**src/rtl/prod_accumulator.sv**
```systemverilog
// Sums COUNT_N multiplier products per frame with saturation; result held until handed off.
// Latency: out_valid one clk after the last accept; in_ready is low while a result waits.
module prod_accumulator #(
    parameter int ACC_W   = 8,
    parameter int COUNT_N = 4
) (
    input  logic             clk,
    input  logic             rst_n,
    input  logic             in_valid,
    output logic             in_ready,
    input  logic [3:0]       prod,
    input  logic             clear,
    output logic             out_valid,
    input  logic             out_ready,
    output logic [ACC_W-1:0] acc_out,
    output logic             ovf
);

    localparam int CNT_W = $clog2(COUNT_N + 1);
    localparam logic [CNT_W-1:0] CNT_LAST = CNT_W'(COUNT_N);

    typedef enum logic {
        ST_ACCUM = 1'b0,
        ST_DONE  = 1'b1
    } state_t;

    state_t           r_state;
    state_t           w_state_nxt;
    logic [ACC_W-1:0] r_acc;
    logic [CNT_W-1:0] r_cnt;
    logic             r_ovf;

    logic             w_accept;
    logic             w_handoff;
    logic [ACC_W:0]   w_sum;
    logic [ACC_W-1:0] w_sum_sat;
    logic [CNT_W-1:0] w_cnt_inc;
    logic             w_last;

    // rst_n gates in_ready so nothing looks acceptable while reset is held.
    assign in_ready  = rst_n & (r_state == ST_ACCUM) & ~clear;
    assign w_accept  = in_valid & in_ready;
    assign w_handoff = (r_state == ST_DONE) & out_ready & ~clear;

    assign w_sum     = {1'b0, r_acc} + (ACC_W + 1)'(prod);
    assign w_sum_sat = w_sum[ACC_W] ? '1 : w_sum[ACC_W-1:0];
    assign w_cnt_inc = r_cnt + CNT_W'(1);
    assign w_last    = (w_cnt_inc == CNT_LAST);

    always_ff @(posedge clk or negedge rst_n) begin
        if (!rst_n) begin
            r_state <= ST_ACCUM;
        end else begin
            r_state <= w_state_nxt;
        end
    end

    always_comb begin
        w_state_nxt = r_state;
        if (clear) begin
            w_state_nxt = ST_ACCUM;
        end else begin
            case (r_state)
                ST_ACCUM: if (w_accept && w_last) w_state_nxt = ST_DONE;
                ST_DONE:  if (out_ready)          w_state_nxt = ST_ACCUM;
                default:                          w_state_nxt = ST_ACCUM;
            endcase
        end
    end

    always_ff @(posedge clk or negedge rst_n) begin
        if (!rst_n) begin
            r_acc <= '0;
            r_cnt <= '0;
            r_ovf <= 1'b0;
        end else if (clear || w_handoff) begin
            r_acc <= '0;
            r_cnt <= '0;
            r_ovf <= 1'b0;
        end else if (w_accept) begin
            r_acc <= w_sum_sat;
            r_cnt <= w_cnt_inc;
            r_ovf <= r_ovf | w_sum[ACC_W];
        end
    end

    assign out_valid = (r_state == ST_DONE);
    assign acc_out   = r_acc;
    assign ovf       = r_ovf;

endmodule

```
**config.mk**
```make
export PLATFORM = sky130hd
export DESIGN_NAME = prod_accumulator
export DESIGN_NICKNAME = d
export VERILOG_FILES = /design/src/rtl/prod_accumulator.sv
export SDC_FILE = /design/constraint.sdc
export NUM_CORES = 1
export LEC_CHECK = 0
export ABC_AREA = 1
export ABC_CLOCK_PERIOD_IN_PS = 3860
export CAP_MARGIN = 20
export CORE_MARGIN = 3
export CORE_UTILIZATION = 52
export DETAILED_ROUTE_END_ITERATION = 10
export PLACE_DENSITY = 0.83
export REMOVE_ABC_BUFFERS = 1
export SYNTH_ARGS = -nofsm -noshare
export SYNTH_HDL_FRONTEND = slang
export SYNTH_SLANG_ARGS = --single-unit
```
**constraint.sdc**
```tcl
create_clock -name clk -period 3.86 [get_ports clk]
set_input_delay 0.386 -clock clk [delete_from_list [all_inputs] [get_ports clk]]
set_output_delay 0.386 -clock clk [all_outputs]
set_load 0.03 [all_outputs]
```
After elaboration in Yosys (flattened, before gate mapping)
Cells that the tools add are included.

word-level totals
  input bits = 9
  output and inout bits = 11
  word-level logic and storage cells = 29
  bits in registers = 13

cells by class
  equal/unequal tests = 1
  add/subtract/negate cells = 2
  reductions and logical operators = 3
  bitwise logic cells = 8
  mux-type cells = 11

operators by type and width
  operator                                                        number
  8-bit 2-to-1 mux                                                3
  8-bit by 4-bit adder with 9-bit output                          1
  3-bit 2-to-1 mux                                                2
  1-bit AND                                                       5
  1-bit 2-to-1 mux                                                5
  3-bit by 1-bit adder with 3-bit output (second input constant)  1
  3-bit == test (second input constant)                           1
  1-bit NOT                                                       2
  1-bit one-hot mux with 2 select lines                           1
  2-bit nonzero test                                              1
  1-bit logical AND                                               1
  1-bit logical OR                                                1
  1-bit bitwise OR                                                1

Depth between registers and ports, before layout
Gate-level depths: netlist (run 1).

  depth after elaboration = 8
  gate-level depth with buffers = 8
  depth with buffers taken out = 8

Worst setup path before layout (run 1)
Ideal clock, no wire load.

  path kind = flip-flop to flip-flop
  start = reg r_acc[0] (netlist: acc_out[0])
  end = reg r_acc[6] (netlist: acc_out[6])
  buffers on the path = 0
  setup time = 123 ps
  arrival time = 1678 ps
  stages on the path, launching flop included = 9
  path slack = 2059 ps
  cell sequence = dfrtp_1 > ha_1 > fa_1 > nand3_1 > nand2_1 > nand2_1 > nor2_1 > o21ai_0 > nand2_1

between the ends
  cells in the longest elaborated chain, start to end = 4

ends and longest elaborated chain
  what                                    RTL line  source
  start: declaration                      29        logic [ACC_W-1:0] r_acc;
  start signal: assignment                81        r_acc <= w_sum_sat;
  8-bit by 4-bit adder with 9-bit output  45        assign w_sum = {1'b0, r_acc} + (ACC_W + 1)'(prod);
  8-bit 2-to-1 mux                        46        assign w_sum_sat = w_sum[ACC_W] ? '1 : w_sum[ACC_W-1:0];
  8-bit 2-to-1 mux                        80        end else if (w_accept) begin
  8-bit 2-to-1 mux                        76        end else if (clear || w_handoff) begin

No other way between the ends. The select of a mux whose other input is x is not followed.
A chain may end at the register's enable or synchronous reset.

Worst setup path in the final report (run 1)
  start = in rst_n
  end = out in_ready

between the ends
  cells in the longest elaborated chain, start to end = 2

ends and longest elaborated chain
  what                    RTL line  source
  start: declaration      8         input logic rst_n,
  1-bit AND (2 in a row)  41        assign in_ready = rst_n & (r_state == ST_ACCUM) & ~clear;
  end: declaration        10        output logic in_ready,

No other way between the ends.

==> results.md, run 1 <==
* Status: completed
* Met2 Usage GRT at 0.346
* Nature of the critical path endpoint: output port
* Area share of the leading cell type in the synthesized netlist at 0.381
* DP Area at 1060 um2
* Top FF cell, synth: dfrtp_1
* Cts hold-fix bufs at 0
* Startpoint Class: input pin
* Simple-Gate Fraction of Synth Area at 0.355
* Max Buffers Root-to-Sink at 2
* Comb power frac at 0.224
* Largest cells by area after synthesis: dfrtp_1 (38%), nand2_1 (14%), ha_1 (8.8%)
* CTS HTree Levels at 1
* Global route overflow at 0
* Multiplexer share of the synthesized area at 0
* FFs w/ async S/R, synth at 1.00
* CP arrival at 1.85 ns
* Area Growth Syn to Fin at 27.9%
* Worst path slowest cell: clkdlybuf4s50_1
* Synth top cells by count: nand2_1 (32), dfrtp_1 (13), nand3_1 (9), inv_1 (7), ha_1 (6)
* CTS root buffer: clkbuf_4
* Post_cts resized at 0
* Detailed Place HPWL at 1350 um
* Final setup margin at 1.62 ns
* Crit path top cell by count: clkdlybuf4s50_1
* Clk slew on worst S/H paths at 0.08 ns
* PortBufs at 19
* Maximum vdd drop at 0.164 mV
* Pin count of the biggest net entering global routing at 16
* Worst slack at placement at 1.61 ns
* NetSw at 0.0856 mW
* Finish-stage setup viols at 0
* Share of layout cells above drive strength 1 at 0.123
* GRT Overall Usage at 0.196
* Synth Area in Compound Gates at 0.0938
* Routed vias at 744
* Final instance area at 1090 um2
* Fmax at 447 MHz
* RSZ-0062 raised after global routing: false
* Slowest Stage Delay on Critical Path at 0.65 ns
* Sw Ratio at 0.289
* Power share of the clock group at 0.284
* Seq pwr share at 0.493
* DRC errors left at 0
* Ys Warns at 0
* Slew margin rel. at 0.774
* Routed WL at 1730 um
* Post-CTS setup buffers at 0
* Vias/cell at 5.43
* Synth Register Bits at 13
* Part of the Yosys area used for sequential elements at 0.381
* Final Hold Fails at 0
* Initial core utilization at 0.603
* Cell family with most CP delay: buffers and inverters
* Fin nets at 139
* Final ANT Viol Nets at 0
* Die X at 46.5 um
* Slew Limit Fails at 0
* Crit path buf inv count at 4
* Cell count after synthesis at 99
* Initial antenna violation count at 0
* Clock Skews at 0.00664 ns
* Clk sinks at 13
* P_int at 0.211 mW
* First-pass GRT wire length at 2960 um
* Core area at 1420 um2
* Critical path peak fanout at 15
* DIE HEIGHT at 46.5 um
* Worst Path Required at 3.47 ns
* CTS tree: built
* Cell with the most instances after synthesis: nand2_1
* Worst-path cell chain: clkdlybuf4s50_1 > buf_4 > nand2_1 > inv_1 > clkdlybuf4s50_1
* Starting DRT DRC Count at 17
* Final Util at 0.771
* Met3 Usage GRT at 0.0586
* Top Usage Layer GRT: met2
* Met1 Track Usage GR at 0.226
* Vias in the first global route at 704
* Final period util at 0.580
* Pwr Density at 272 nW/um2
* Hold Crit Class: in -> async
* Post-Route Setup TNS at 0 ns
* XOR/XNOR Fraction of Synth Area at 0.0103
* TritonRoute pass-1 iters at 4
* Synth area leader: dfrtp_1
* Max-cap violations at 0
* I/O pins at 20
* Main combinational cell family by area after synthesis: simple AND/OR/NAND/NOR gates
* Yosys cell types at 27
* Cell Rows at 13
* Per-cell routed wire length at 12.6 um
* TritonCTS Buffers at 3
* Worst-Skew Late Latency at 0.28 ns
* DIE AREA at 2160 um2
* Adder-cell share of the synthesized area at 0.111
* Min cycle time layout at 2.24 ns
* Lkg Pwr at 0.538 nW
* Ant. Diodes at 0
* Critical path class: in -> out
* Worst-margin pin slew at 0.339 ns
* Post-synthesis instance area at 853 um2
* Syn avg cell area at 8.62 um2
* Post-synth EDFFs at 0
* GPL Wtd Cong at 0.840
-- path summary, 6_finish.rpt --
check / from / endpoint / slack (ns) / cells past startpoint
max: rst_n / in_ready / 1.62 / 5
min: rst_n / acc_out[5]$_DFFE_PN0P_ / 0.42 / 2
max reg2reg: acc_out[0]$_DFFE_PN0P_ / acc_out[6]$_DFFE_PN0P_ / 2.05 / 8
min reg2reg: ovf$_DFFE_PN0P_ / ovf$_DFFE_PN0P_ / 0.50 / 2
max in group asynchronous: rst_n / acc_out[2]$_DFFE_PN0P_ / 3.26 / 2
min in group clk: ovf$_DFFE_PN0P_ / ovf$_DFFE_PN0P_ / 0.50 / 2
-- registers in the layout (all words and copies together) (netlist names) --
name	count
r_cnt	3
ovf	1
acc_out	8
out_valid	1
-- through the flow --
step,instances,total power [mW],hold slack [ns]
floorplan,98,0.187,0.0904
global placement,133,0.214,0.464
detailed placement,133,0.216,0.479
CTS,137,0.300,0.416
global route,137,0.312,0.429
finish,137,0.297,0.418
-- cells in the final DEF (no fill, tap or decap), types with 2 or more instances in the layout --
master	instances
nand3_1	9
a22o_1	2
nor2_1	3
nand2_1	32
clkbuf_4	3
nand3b_1	2
nor2_4	2
a21oi_1	3
inv_1	7
o21ai_0	2
nand3_2	2
o211ai_1	2
ha_1	6
dfrtp_1	13
clkdlybuf4s50_1	19
-- power groups by stage --
stage / clock network, mW / registers, mW / logic (mW)
after floorplan: 0 / 0.155 / 0.0318
after global placement: 0 / 0.149 / 0.0652
after detailed placement: 0 / 0.149 / 0.0671
after CTS: 0.0869 / 0.146 / 0.0672
after global routing: 0.0908 / 0.147 / 0.0737
final: 0.0841 / 0.146 / 0.0663
-- per-layer routing --
layer,part of all wire,vias to the layer above
met4,0.0069,0
met5,0,-
li1,-,382
met2,0.51,12
met1,0.44,347
met3,0.043,3
-- logic make-up (layout without fill, tap and decap cells) --
kind of cell / Yosys count / after routing
AND/OR/NAND/NOR: 56 / 56
buffers and inverters: 10 / 33
AO/OA/AOI/OAI: 12 / 12
flip-flops: 13 / 13
adder cells (fa/ha/maj): 7 / 7
XOR/XNOR: 1 / 1
-- final cells by class --
class	count	area (um2)
multi-input combinational	76	487
sequential	13	325
fill	103	324
timing repair buffer	20	198
inverter	9	36.3
clock buffer	4	26.3
tap	15	18.8
Power figures use the tool's default switching activity.
==> run 2, diff against run 1 <==
ABC_CLOCK_PERIOD_IN_PS = 1900   (was 3860)
CORE_UTILIZATION = 43   (was 52)
PLACE_DENSITY = 0.73   (was 0.83)
clock period = 1.9 ns   (was 3.86 ns; I/O delays follow)
==> run 2 against run 1 <==
Compared with the run above:
- global-route usage is 3.3 points lower
- setup slack got worse by 1.5 ns
- hold slack got worse by 0.072 ns
- critical path type is now reg -> out
==> results.md, run 2 (same netlist as run 1, synthesis figures left out) <==
* Status: completed
* Maximum vdd drop at 0.387 mV (+140%)
* CTS root buffer: clkbuf_4
* Finish-stage setup viols at 0 (unchanged)
* Worst-margin pin slew at 0.356 ns (+0.0178 ns)
* GRT Overall Usage at 0.164 (-0.0325)
* CTS tree: built
* Area Growth Syn to Fin at 29.3%
* Final ANT Viol Nets at 0 (unchanged)
* Post_cts resized at 0 (unchanged)
* Critical path peak fanout at 10 (-5)
* Routed WL at 1760 um (+2.0%)
* Final hold slack at 0.346 ns (-0.0717 ns)
* Fmax at 568 MHz
* Comb power frac at 0.225 (about the same)
* Power share of the clock group at 0.280 (-0.004)
* Initial core utilization at 0.474 (-0.129)
* Fillers at 177 (+72%)
* Max FFs per register at 8 (unchanged)
* Clk sinks at 13 (unchanged)
* DRC errors left at 0 (unchanged)
* Pin count of the biggest net entering global routing at 14 (-2)
* Share of layout cells above drive strength 1 at 0.139 (+0.0164)
* Worst-Skew Late Latency at 0.27 ns (about the same)
* Worst path slowest cell: clkdlybuf4s50_1
* Lkg Pwr at 0.539 nW (+0.19%)
* Vias in the first global route at 735 (+4.4%)
* Most common cell after layout, fill and taps aside: nand2_1
* Commonest non-fill, non-tap cells in the layout: nand2_1 (31), clkdlybuf4s50_1 (18), dfrtp_1 (13)
* Cell family with most CP delay: buffers and inverters
* Per-cell routed wire length at 12.0 um (-5.0%)
* Initial antenna violation count at 0 (unchanged)
* Core area at 1800 um2 (+27%)
* Starting DRT DRC Count at 9 (-8)
* Max-cap violations at 0 (unchanged)
* Met2 wire length at 790 um (-11%)
* Detailed Place HPWL at 1360 um (+0.74%)
* Cell Rows at 15 (+2)
* Critical path class: reg -> out
* Worst-path cell chain: clkdlybuf4s50_1
* DIE AREA at 2550 um2 (+18%)
* Sw Ratio at 0.287 (-0.00163)
* DR top layer: met4
* Hold Crit Class: in -> async
* Final Hold Fails at 0 (unchanged)
* Min cycle time layout at 1.76 ns
* Die X at 50.5 um (+8.7%)
* Clk slew on worst S/H paths at 0.09 ns (about the same)
* M1 wire length at 872 um (+15%)
* Final period util at 0.927
* I/O pins at 20 (unchanged)
* Startpoint Class: flip-flop
* Crit path buf inv count at 1 (-3)
* Sequential Area at 325 um2 (unchanged)
* Cts hold-fix bufs at 0 (unchanged)
* Global route overflow at 0 (unchanged)
* Fin nets at 139 (unchanged)
* Nature of the critical path endpoint: output port
* GPL Wtd Cong at 0.761 (-9.5%)
* Final Util at 0.613 (-0.158)
* Slew Limit Fails at 0 (unchanged)
* Seq pwr share at 0.495 (+0.002)
* Area taken by multi-input logic gates at 489 um2 (+0.51%)
* NetSw at 0.172 mW (+100%)
* DIE HEIGHT at 50.5 um (+8.7%)
* Post-CTS setup buffers at 0 (unchanged)
* Clock Skews at 0.00867 ns (+0.00203 ns)
* RSZ-0062 raised after global routing: false
* Total power at 0.600 mW (+100%)
* Worst Path Required at 1.71 ns (-1.76 ns)
* CTS HTree Levels at 1 (unchanged)
* Pwr Density at 544 nW/um2 (+100%)
* P_int at 0.428 mW (+100%)
* PortBufs at 19 (unchanged)
* Slew margin rel. at 0.762 (-0.0119)
* DR WL met3 at 81 um (+8.0%)
* Routed vias at 750 (+0.81%)
* TritonCTS Buffers at 3 (unchanged)
* Max Buffers Root-to-Sink at 2 (unchanged)
* Ant. Diodes at 0 (unchanged)
* Slowest Stage Delay on Critical Path at 0.74 ns (+0.09 ns)
* Vias/cell at 5.10 (-6.1%)
* TritonRoute pass-1 iters at 4 (unchanged)
* CP arrival at 1.57 ns (-0.28 ns)
* First-pass GRT wire length at 3280 um (+11%)
run 2: cell types whose count changed in the layout (fill, tap and decap cells not counted):
cell             previous run  this run
buf_4                       1         2
clkdlybuf4s50_1            19        18
nand2_1                    32        31
nand2_2                     0         1
run 2: cell type report:
type | count | share of cell area
Clock buffer | 4 | 0.0238
Timing Repair Buffer | 20 | 0.177
Inverter | 9 | 0.0329
Sequential cell | 13 | 0.295
Tap cell | 25 | 0.0283
Multi-Input combinational cell | 76 | 0.443
run 2: final timing paths:
check | startpoint | end | slack [ns] | depth (start not counted)
max | acc_out[4]$_DFFE_PN0P_ | acc_out[4] | 0.14 | 1
min | rst_n | acc_out[7]$_DFFE_PN0P_ | 0.35 | 2
max reg2reg | acc_out[0]$_DFFE_PN0P_ | acc_out[6]$_DFFE_PN0P_ | 0.20 | 8
min reg2reg | ovf$_DFFE_PN0P_ | ovf$_DFFE_PN0P_ | 0.49 | 2
max in group asynchronous | rst_n | r_cnt[1]$_DFFE_PN0P_ | 1.39 | 2
min in group clk | ovf$_DFFE_PN0P_ | ovf$_DFFE_PN0P_ | 0.49 | 2
run 2: through the flow:
stage,cells,instance area [um2],setup slack [ns],setup TNS [ns]
6_report,147,1100,0.139,0
2_1_floorplan,98,848,0.0991,0
4_1_cts,147,1100,0.148,0
3_3_place_gp,143,1070,-0.0234,-0.0234
3_5_place_dp,143,1070,-0.0592,-0.0822
5_1_grt,147,1100,0.00961,0
run 2: layer usage:
metal | GRT usage | vias to the layer above
met5 | 0 | -
met4 | 0.0404 | 0
met3 | 0.0386 | 2
met2 | 0.259 | 15
met1 | 0.226 | 356
li1 | - | 377
run 2: power by group through the flow:
stage	registers, mW	clock network, mW	logic [mW]
floorplan	0.315	0	0.0646
global placement	0.302	0	0.134
detailed placement	0.302	0	0.135
CTS	0.297	0.169	0.136
global route	0.299	0.191	0.148
finish	0.297	0.168	0.135
==> run 3, diff against run 2 <==
CORE_UTILIZATION = 54   (was 43)
DONT_BUFFER_PORTS = 1   (was default)
PLACE_DENSITY = 0.72   (was 0.73)
==> run 3 against run 2 <==
Compared with the run above:
- clock power increased by 5%
- hold slack got worse by 0.26 ns
- sequential share of layout area increased by 4.8 points
- total power decreased by 2.4%
- critical endpoint is now acc_out[6]$_DFFE_PN0P_
- largest power group unchanged
==> results.md, run 3 (same netlist as run 1, synthesis figures left out) <==
* Total power at 0.586 mW (-2.4%)
* Cts hold-fix bufs at 1 (+1)
* Fin nets at 126 (-9.4%)
* Initial antenna violation count at 0 (unchanged)
* Startpoint Class: flip-flop
* Worst-Skew Late Latency at 0.28 ns (about the same)
* Worst Path Required at 2.07 ns (+0.36 ns)
* Status: completed
* Worst-margin pin slew at 0.606 ns (+0.249 ns)
* Sequential Area at 325 um2 (unchanged)
* I/O pins at 20 (unchanged)
* Critical path peak fanout at 6 (-4)
* Ant. Diodes at 0 (unchanged)
* Final hold slack at 0.0822 ns (-0.264 ns)
* Maximum vdd drop at 0.482 mV (+25%)
* First-pass GRT wire length at 3180 um (-3.2%)
* Crit path top cell by count: nand2_1
* Worst-path cell chain: ha_1 > fa_1 > nand3_1 > nand2_1 > nand2_1 > nor2_1 > o21ai_0 > nand2_1
* PortBufs at 0 (-19)
* Most common cell after layout, fill and taps aside: nand2_1
* Vias in the first global route at 713 (-3.0%)
* Slowest Stage Delay on Critical Path at 0.42 ns (-0.32 ns)
* Clk sinks at 13 (unchanged)
* Area Growth Syn to Fin at 11.1%
* GPL Wtd Cong at 0.771 (+1.4%)
* Clock Skews at 0.00418 ns (-0.00449 ns)
* Slew Limit Fails at 0 (unchanged)
* Per-cell routed wire length at 15.2 um (+27%)
* Post_cts resized at 0 (unchanged)
* Fmax at 562 MHz (-1.0%)
* Final ANT Viol Nets at 0 (unchanged)
* Vias/cell at 5.79 (+13%)
* CP arrival at 1.95 ns (+0.38 ns)
* Hold Crit Class: in -> reg
* Max-cap violations at 0 (unchanged)
* CTS root buffer: clkbuf_4
* Slew margin rel. at 0.595 (-0.167)
* Max Buffers Root-to-Sink at 2 (unchanged)
* Area taken by multi-input logic gates at 487 um2 (-0.51%)
* DRC errors left at 0 (unchanged)
* Commonest non-fill, non-tap cells in the layout: nand2_1 (32), dfrtp_1 (13), nand3_1 (9)
* DIE AREA at 2090 um2 (-18%)
* Global route overflow at 0 (unchanged)
* DIE HEIGHT at 45.8 um (-9.5%)
* Worst path slowest cell: fa_1
* Share of layout cells above drive strength 1 at 0.183 (+0.0441)
* Crit path buf inv count at 0 (-1)
* Post-Route Setup TNS at 0 ns (unchanged)
* Post-CTS setup buffers at 0 (unchanged)
* CTS tree: built
* Clk slew on worst S/H paths at 0.08 ns (about the same)
* Cell Rows at 13 (-2)
* Pwr Density at 618 nW/um2 (+14%)
* Die X at 45.8 um (-9.5%)
* CTS HTree Levels at 1 (unchanged)
* Detailed Place HPWL at 1370 um (+1.0%)
* Initial core utilization at 0.617 (+0.144)
* Max FFs per register at 8 (unchanged)
* Critical path class: reg -> reg
* Routed WL at 1890 um (+7.2%)
* GRT Overall Usage at 0.218 (+0.0542)
* Cell family with most CP delay: adder cells
* Final Hold Fails at 0 (unchanged)
* RSZ-0062 raised after global routing: false
* Lkg Pwr at 0.501 nW (-7.2%)
* TritonCTS Buffers at 3 (unchanged)
* Pin count of the biggest net entering global routing at 14 (unchanged)
* Starting DRT DRC Count at 20 (+11)
* Core area at 1380 um2 (-23%)
* Nature of the critical path endpoint: flip-flop
* Final period util at 0.936 (+0.00968)
* Routed vias at 718 (-4.3%)
* Finish-stage setup viols at 0 (unchanged)
* Min cycle time layout at 1.78 ns (+0.0184 ns)
* Fillers at 109 (-38%)
* TritonRoute pass-1 iters at 4 (unchanged)
==> run 3: cell count changes in the layout (fill, tap and decap cells not counted) <==
cell             delta
clkdlybuf4s50_1    -18
nand2_2             -1
dlygate4sd3_1       +1
buf_4               +4
nand2_1             +1
==> run 3: tightest hold or removal path: stages <==
cell     delay (ns)
a21oi_2        0.04
nand2_1        0.06
nand2_1        0.05
==> run 3: cell type report <==
cell class / count / share of cell area
inverters: 9 / 0.0383
repair buffers: 7 / 0.0580
clock buffers: 4 / 0.0277
well taps: 15 / 0.0198
multi-input cells: 76 / 0.513
flip-flops and latches: 13 / 0.343
==> run 3: power by group <==
group	internal (mW)	leakage (nW)	total, mW	switching [mW]
combinational	0.0428	0.307	0.113	0.0701
sequential	0.286	0.179	0.296	0.00994
clock	0.0815	0.0150	0.177	0.0952
==> run 3: path summary, 6_finish.rpt <==
kind                                         from                endpoint  slack [ns]  cells past startpoint
max in group asynchronous                   rst_n  acc_out[7]$_DFFE_PN0P_        1.16                      1
setup / recovery           acc_out[0]$_DFFE_PN0P_  acc_out[6]$_DFFE_PN0P_        0.12                      8
hold reg to reg              r_cnt[0]$_DFFE_PN0P_    r_cnt[0]$_DFFE_PN0P_        0.52                      1
min in group asynchronous                   rst_n  acc_out[2]$_DFFE_PN0P_        0.35                      1
setup reg to reg           acc_out[0]$_DFFE_PN0P_  acc_out[6]$_DFFE_PN0P_        0.12                      8
hold / removal                              clear         ovf$_DFFE_PN0P_        0.08                      3
==> run 3: metrics by stage <==
stage	worst slack, ns	cells	utilization	cell area [um2]
CTS	0.119	124	0.686	948
global placement	0.223	119	0.660	912
global route	0.0177	124	0.686	948
finish	0.121	124	0.686	948
floorplan	0.0991	98	-	848
detailed placement	0.144	119	0.660	912
==> run 3: layer usage <==
metal  share of wire  up-vias  global-route usage
met1            0.42      326               0.274
met5               0        -                   0
li1                -      351                   -
met3           0.075        9              0.0593
met4           0.032        0              0.0966
met2            0.47       32               0.348
